File: src/rtl/instr_fetch_ctrl.sv
// Fetch-stage controller: PC -> imem req/ack -> IR with valid/ready to decode.
// Owns PC sequencing and branch redirect so the PC register stays a plain enabled flop.
module instr_fetch_ctrl #(
  parameter int ADDR_W  = 8,
  parameter int INSTR_W = 16
) (
  input  logic               clk,
  input  logic               rst,
  input  logic [ADDR_W-1:0]  pc_in,
  output logic [ADDR_W-1:0]  next_pc,
  output logic               pc_we,
  output logic               imem_req,
  output logic [ADDR_W-1:0]  imem_addr,
  input  logic               imem_ack,
  input  logic [INSTR_W-1:0] imem_rdata,
  output logic [INSTR_W-1:0] ir_out,
  output logic [ADDR_W-1:0]  fetch_pc,
  output logic               ir_valid,
  input  logic               ir_ready,
  input  logic               branch_taken,
  input  logic [ADDR_W-1:0]  branch_target
);

  typedef enum logic [1:0] {
    IDLE,
    FETCH,
    HOLD,
    DRAIN
  } state_t;

  state_t             state_q, state_d;
  logic [ADDR_W-1:0]  req_addr_q, req_addr_d;
  logic [ADDR_W-1:0]  fetch_pc_q, fetch_pc_d;
  logic [INSTR_W-1:0] ir_q, ir_d;

  always_ff @(posedge clk) begin
    if (rst) begin
      state_q    <= IDLE;
      req_addr_q <= '0;
      fetch_pc_q <= '0;
      ir_q       <= '0;
    end else begin
      state_q    <= state_d;
      req_addr_q <= req_addr_d;
      fetch_pc_q <= fetch_pc_d;
      ir_q       <= ir_d;
    end
  end

  always_comb begin
    state_d    = state_q;
    req_addr_d = req_addr_q;
    fetch_pc_d = fetch_pc_q;
    ir_d       = ir_q;
    pc_we      = 1'b0;
    next_pc    = pc_in;
    // A redirect always wins over the sequential PC advance.
    if (branch_taken) begin
      pc_we   = 1'b1;
      next_pc = branch_target;
    end
    unique case (state_q)
      IDLE: begin
        if (!branch_taken) begin
          req_addr_d = pc_in;
          state_d    = FETCH;
        end
      end
      FETCH: begin
        if (branch_taken) begin
          state_d = imem_ack ? IDLE : DRAIN;
        end else if (imem_ack) begin
          ir_d       = imem_rdata;
          fetch_pc_d = req_addr_q;
          pc_we      = 1'b1;
          next_pc    = req_addr_q + ADDR_W'(1);
          state_d    = HOLD;
        end
      end
      HOLD: begin
        if (branch_taken) begin
          state_d = IDLE;
        end else if (ir_ready) begin
          req_addr_d = pc_in;
          state_d    = FETCH;
        end
      end
      DRAIN: begin
        if (imem_ack) state_d = IDLE;
      end
      default: state_d = IDLE;
    endcase
    if (rst) begin
      pc_we   = 1'b0;
      next_pc = '0;
    end
  end

  assign imem_req  = !rst && (state_q == FETCH || state_q == DRAIN);
  assign ir_valid  = !rst && (state_q == HOLD) && !branch_taken;
  assign imem_addr = req_addr_q;
  assign ir_out    = ir_q;
  assign fetch_pc  = fetch_pc_q;

endmodule

File: config.mk
export PLATFORM = sky130hd
export DESIGN_NAME = instr_fetch_ctrl
export DESIGN_NICKNAME = d
export VERILOG_FILES = /design/src/rtl/instr_fetch_ctrl.sv
export SDC_FILE = /design/constraint.sdc
export NUM_CORES = 1
export LEC_CHECK = 0
export BUFFER_PORTS_ARGS = -buffer_cell sky130_fd_sc_hd__buf_2
export CAP_MARGIN = 20
export CORE_ASPECT_RATIO = 1.25
export CORE_MARGIN = 4
export CORE_UTILIZATION = 41
export CTS_BUF_LIST = sky130_fd_sc_hd__clkbuf_16
export DETAILED_ROUTE_END_ITERATION = 6
export MAX_ROUTING_LAYER = met4
export PLACE_DENSITY = 0.75
export REMOVE_ABC_BUFFERS = 1
export SYNTH_ARGS = -nofsm -noshare
export SYNTH_HDL_FRONTEND = slang
export SYNTH_SLANG_ARGS = --single-unit
File: constraint.sdc
create_clock -name clk -period 1.2 [get_ports clk]
set_input_delay 0.06 -clock clk [delete_from_list [all_inputs] [get_ports clk]]
set_output_delay 0.06 -clock clk [all_outputs]
set_load 0.005 [all_outputs]
Word level (Yosys, flattened, before mapping). Index checks and enable logic that the tools add are counted.

$add $sub $neg: 1. Equality and inequality tests: 9. Mux-type cells: 22. Bitwise logic cells: 1. Reductions and logical operators: 11.

Operators by type and width (count): $mux W8 (8); $pmux W8 S2 (1); $mux W2 (7); $add A8 B1 Y8 const B (1); $ne A2 B2 Y1 const B (4); $pmux W2 S4 (1); $reduce_and A4 Y1 (2); $ne A3 B3 Y1 const B (2); $mux W1 (5); $eq A2 B2 Y1 const B (2); $logic_and A1 B1 Y1 (3); $reduce_and A3 Y1 (1); $eq A2 B1 Y1 const B (1); $logic_not A1 Y1 (2); $logic_not A2 Y1 (1); $reduce_bool A2 Y1 (1); $logic_or A1 B1 Y1 (1); $not A1 Y1 (1).

Bits in registers: 34. Bits of input ports: 37. Word-level logic and storage cells: 48.

Logic depth before layout (Yosys ltp).
Depth after elaboration: 5. Depth in mapped cells: 6.

Least setup slack after synthesis. No wires, ideal clock.

Path type: flip-flop to output port. From: reg req_addr_q[1] (netlist: imem_addr[1]). To: out next_pc[6]. Arrival: 1.279 ns. Path slack: -0.139 ns. Cell stages (with the launch flop): 5. Path through: dfxtp_1 > ha_1 > inv_1 > or4b_1 > o211ai_1.

Cells in the longest elaborated chain, start to end: 5.

RTL lines: start, declared (RTL line 32) `logic [ADDR_W-1:0] req_addr_q, req_addr_d;`; start signal, assigned (RTL line 44) `req_addr_q <= req_addr_d;`; $add A8 B1 Y8 (RTL line 76) `next_pc = req_addr_q + ADDR_W'(1);`; $mux W8 (RTL line 72) `end else if (imem_ack) begin`; $mux W8 (RTL line 70) `if (branch_taken) begin`; $mux W8 (RTL line 62) `unique case (state_q)`; $mux W8 (RTL line 93) `if (rst) begin`; end, declared (RTL line 10) `output logic [ADDR_W-1:0] next_pc,`.

No other way between the ends.

Worst setup path in the final report. Ends and elaborated chain as after synthesis.

==> impl_metrics.yaml <==
critical_path:
  critPathMaxFanout: 2
  worst_path_max_delay_cell: "sky130_fd_sc_hd__or4b_1"
  critical_path_required_ps: 1140
  cell_by_cell_trace_of_the_critical_path: "ha_4 > inv_2 > or4b_1 > o211ai_1 > buf_2"
  setup.worst_path.start_class: "register"
  arrival_ps: 1610
  critical_path.startpoint: "imem_addr[1]$_SDFFE_PP0P_"
  critical_path.endpoint_type: "primary output"
  crit-reg2reg-launch: "state_q[0]$_SDFFE_PP0P_"
  critical-path-top-delay-family: "simple AND/OR/NAND/NOR gates"
  slowest_delay_ps: 540
  critical_path_buf_inv_count: 2
  critical_path_class: "reg -> out"
power:
  vdd_ir_drop_max_mv: 0.667
  power_density_nw_per_um2: 1020
  leakagePower_nw: 1.34
  total_power_mw: 2.99
route:
  detail-route-antenna-nets: 0
  detail_route.first_pass.iterations: 4
  routed_wire_length_per_instance_um: 16.5
  route.detailed.vias_per_inst: 5.27
  route.vias.total: 2030
  detail_route.iter0.violations: 84
  drt_wl_total_um: 6340
  drc_errors: 0
grt:
  grt_pass1_wl_um: 9330
  grt_pass1_vias: 1992
  grt_antenna_before_repair: 0
  grt_overflow: 0
  largest_net_degree_at_the_start_of_global_routing: 18
  groute.usage.overall_pct: 24.1
timing:
  setup_ws_ps: -472
  finalSetupViolCount: 34
  setup_repair_after_global_routing_missed_its_margin: "true"
  worst_slew_margin_rel_pct: 77.8
  timing_hold_violations_final: 0
  clock_skew_ps: 2.92
  report.final.slew_viol_count: 0
  finalSetupTns_ps: -7160
  tightest_slew_ps: 333
  fraction_of_the_cycle_the_final_worst_path_needs_pct: 139
  finalCriticalPeriod_ps: 1670
  clock.fmax_mhz: 598
floorplan:
  die_h_um: 78.4
  start_util_pct: 42.6
  num_rows: 25
  fp.dieArea_um2: 5050
  die_w_um: 64.3
  count_of_pins_on_the_block_boundary: 80
  core_region_area_um2: 3820
place:
  portBuffers: 79
  placed_cells_incl_taps: 357
  detailed_place_hpwl_um: 3620
  routabilityCongestion: 0.918
  dp_slack_ps: -167
synth:
  synthesis.area_per_instance_um2: 7.71
  yosys_most_used_dff: "sky130_fd_sc_hd__dfxtp_1"
  synth_top_cells_by_count: "50 x sky130_fd_sc_hd__nand2_1, 38 x sky130_fd_sc_hd__a21oi_1, 34 x sky130_fd_sc_hd__dfxtp_1"
  synth.ff_latch_count: 34
  synth.cell_area_um2: 1630
  yosys_warnings: 0
  synth.lib_cells_used.distinct: 33
  post_synth_main_area_contributors: "sky130_fd_sc_hd__dfxtp_1 42%, sky130_fd_sc_hd__a21oi_1 12%, sky130_fd_sc_hd__nand2_1 12%, sky130_fd_sc_hd__nand3_1 3.7%, sky130_fd_sc_hd__o21ai_0 3.7%"
  async_flop_share_pct: 0
  synth.top_cell.area_share_pct: 41.8
  synth-edff-count: 0
  synth.most_common_cell: "sky130_fd_sc_hd__nand2_1"
  ys_seq_area_share_pct: 41.8
  synth_cells: 211
  yosys.area.top_type: "sky130_fd_sc_hd__dfxtp_1"
cts:
  tritoncts: "done"
  clock_sink_count: 34
  cts-htree-levels: 2
  clk_path_buf_depth: 2
  clk_latency_ps: 270
  clock_slew_seen_by_the_registers_of_the_worst_setup_and_hold_paths_ps: 60
  cts_root_buf: "sky130_fd_sc_hd__clkbuf_16"
  numCtsBuffers: 5
  cts_hold_repair.buffers: 0
min_path:
  hp-start: "imem_rdata[14]"
  min_delay_path_class: "in -> reg"
outcome:
  failed_checks: "negative setup slack"
  result_of_the_run: "finished with violations"
flow_run:
  max-cap-violations: 0
layout:
  diodes: 0
  nets: 368
  area_growth_pct: 80.8
  ratio_of_cells_with_drive_above_1_in_the_final_layout_pct: 62.8
  instances_no_fill: 385
==> worst paths after layout <==
kind | endpoint | slack, ps | cells after the start
hold reg to reg | ir_out[14]$_SDFFE_PP0P_ | 450 | 2
setup / recovery | next_pc[6] | -470 | 5
setup reg to reg | ir_out[9]$_SDFFE_PP0P_ | -260 | 8
hold / removal | ir_out[14]$_SDFFE_PP0P_ | 20 | 3
==> cells by family after synthesis <==
kind of cell / Yosys count / synth area share, %
AOI/OAI and AO/OA: 60 / 20.2
xor gates and xnor gates: 3 / 1.62
adders and majority gates: 1 / 0.769
buffers and inverters: 19 / 5.38
DFF: 34 / 41.8
muxes: 5 / 3.23
and+or+nand+nor: 89 / 27.0
==> repair_timing <==
action,in CTS,in global routing
setup buffers,11,15
cloned,2,0
gates resized for setup,53,79
pin swaps,15,26
endpoints found under the setup margin,41,42
==> through the flow <==
stage / hold slack [ps] / util [%] / instance area [um2]
after floorplan: 129 / - / 1550
after global placement: 301 / 58.5 / 2230
after detailed placement: 306 / 58.5 / 2230
after CTS: 15.7 / 69.9 / 2670
after global routing: 28.7 / 77.0 / 2940
final: 20.3 / 77.0 / 2940
==> per-layer routing <==
layer,track usage [%],vias up,share of wire (%)
li1,-,970,-
met3,4.43,16,6.3
met4,9.51,0,1.3
met1,27.7,943,40
met2,41.2,101,53
met5,-,-,0
==> layout make-up <==
cell class | instances | area, um2
multi-input combinational | 158 | 1130
fill | 301 | 876
clock inverter | 3 | 16.3
inverter | 3 | 11.3
timing repair buffer | 128 | 895
tap | 54 | 67.6
sequential | 34 | 694
clock buffer | 5 | 125
==> placed cells by master (no fill, tap or decap), drive strengths merged <==
cell type / count
nand2b: 1
o311ai: 1
and3: 2
nor3: 1
o2111ai: 3
nand4bb: 1
nand3b: 1
and4bb: 1
clkbuf: 5
inv: 3
dfxtp: 34
mux2: 2
nor2: 8
clkinvlp: 1
a21oi: 38
clkinv: 2
nor3b: 1
a211oi: 2
nor2b: 4
xor2: 3
nand4: 1
and2: 2
mux2i: 3
nand2: 50
or4b: 3
or2: 1
o21ai: 12
a31oi: 2
ha: 1
buf: 128
o211ai: 2
nand3: 12
==> where the power goes <==
| part | internal [mW] | switching [mW] |
|---|---|---|
| Sequential | 1.17 | 0.0298 |
| Combinational | 0.292 | 0.287 |
| Clock | 0.756 | 0.457 |
==> tightest hold or removal path, stage by stage <==
cell                      delay (ps)
sky130_fd_sc_hd__buf_2            90
sky130_fd_sc_hd__nand2_1          40
sky130_fd_sc_hd__a21oi_1          50
==> registers in the layout, summed over array words and instances, names as in the netlist <==
signal     cells
imem_addr      8
ir_out        16
fetch_pc       8
state_q        2
No activity file was read; power rests on OpenSTA's default activity.
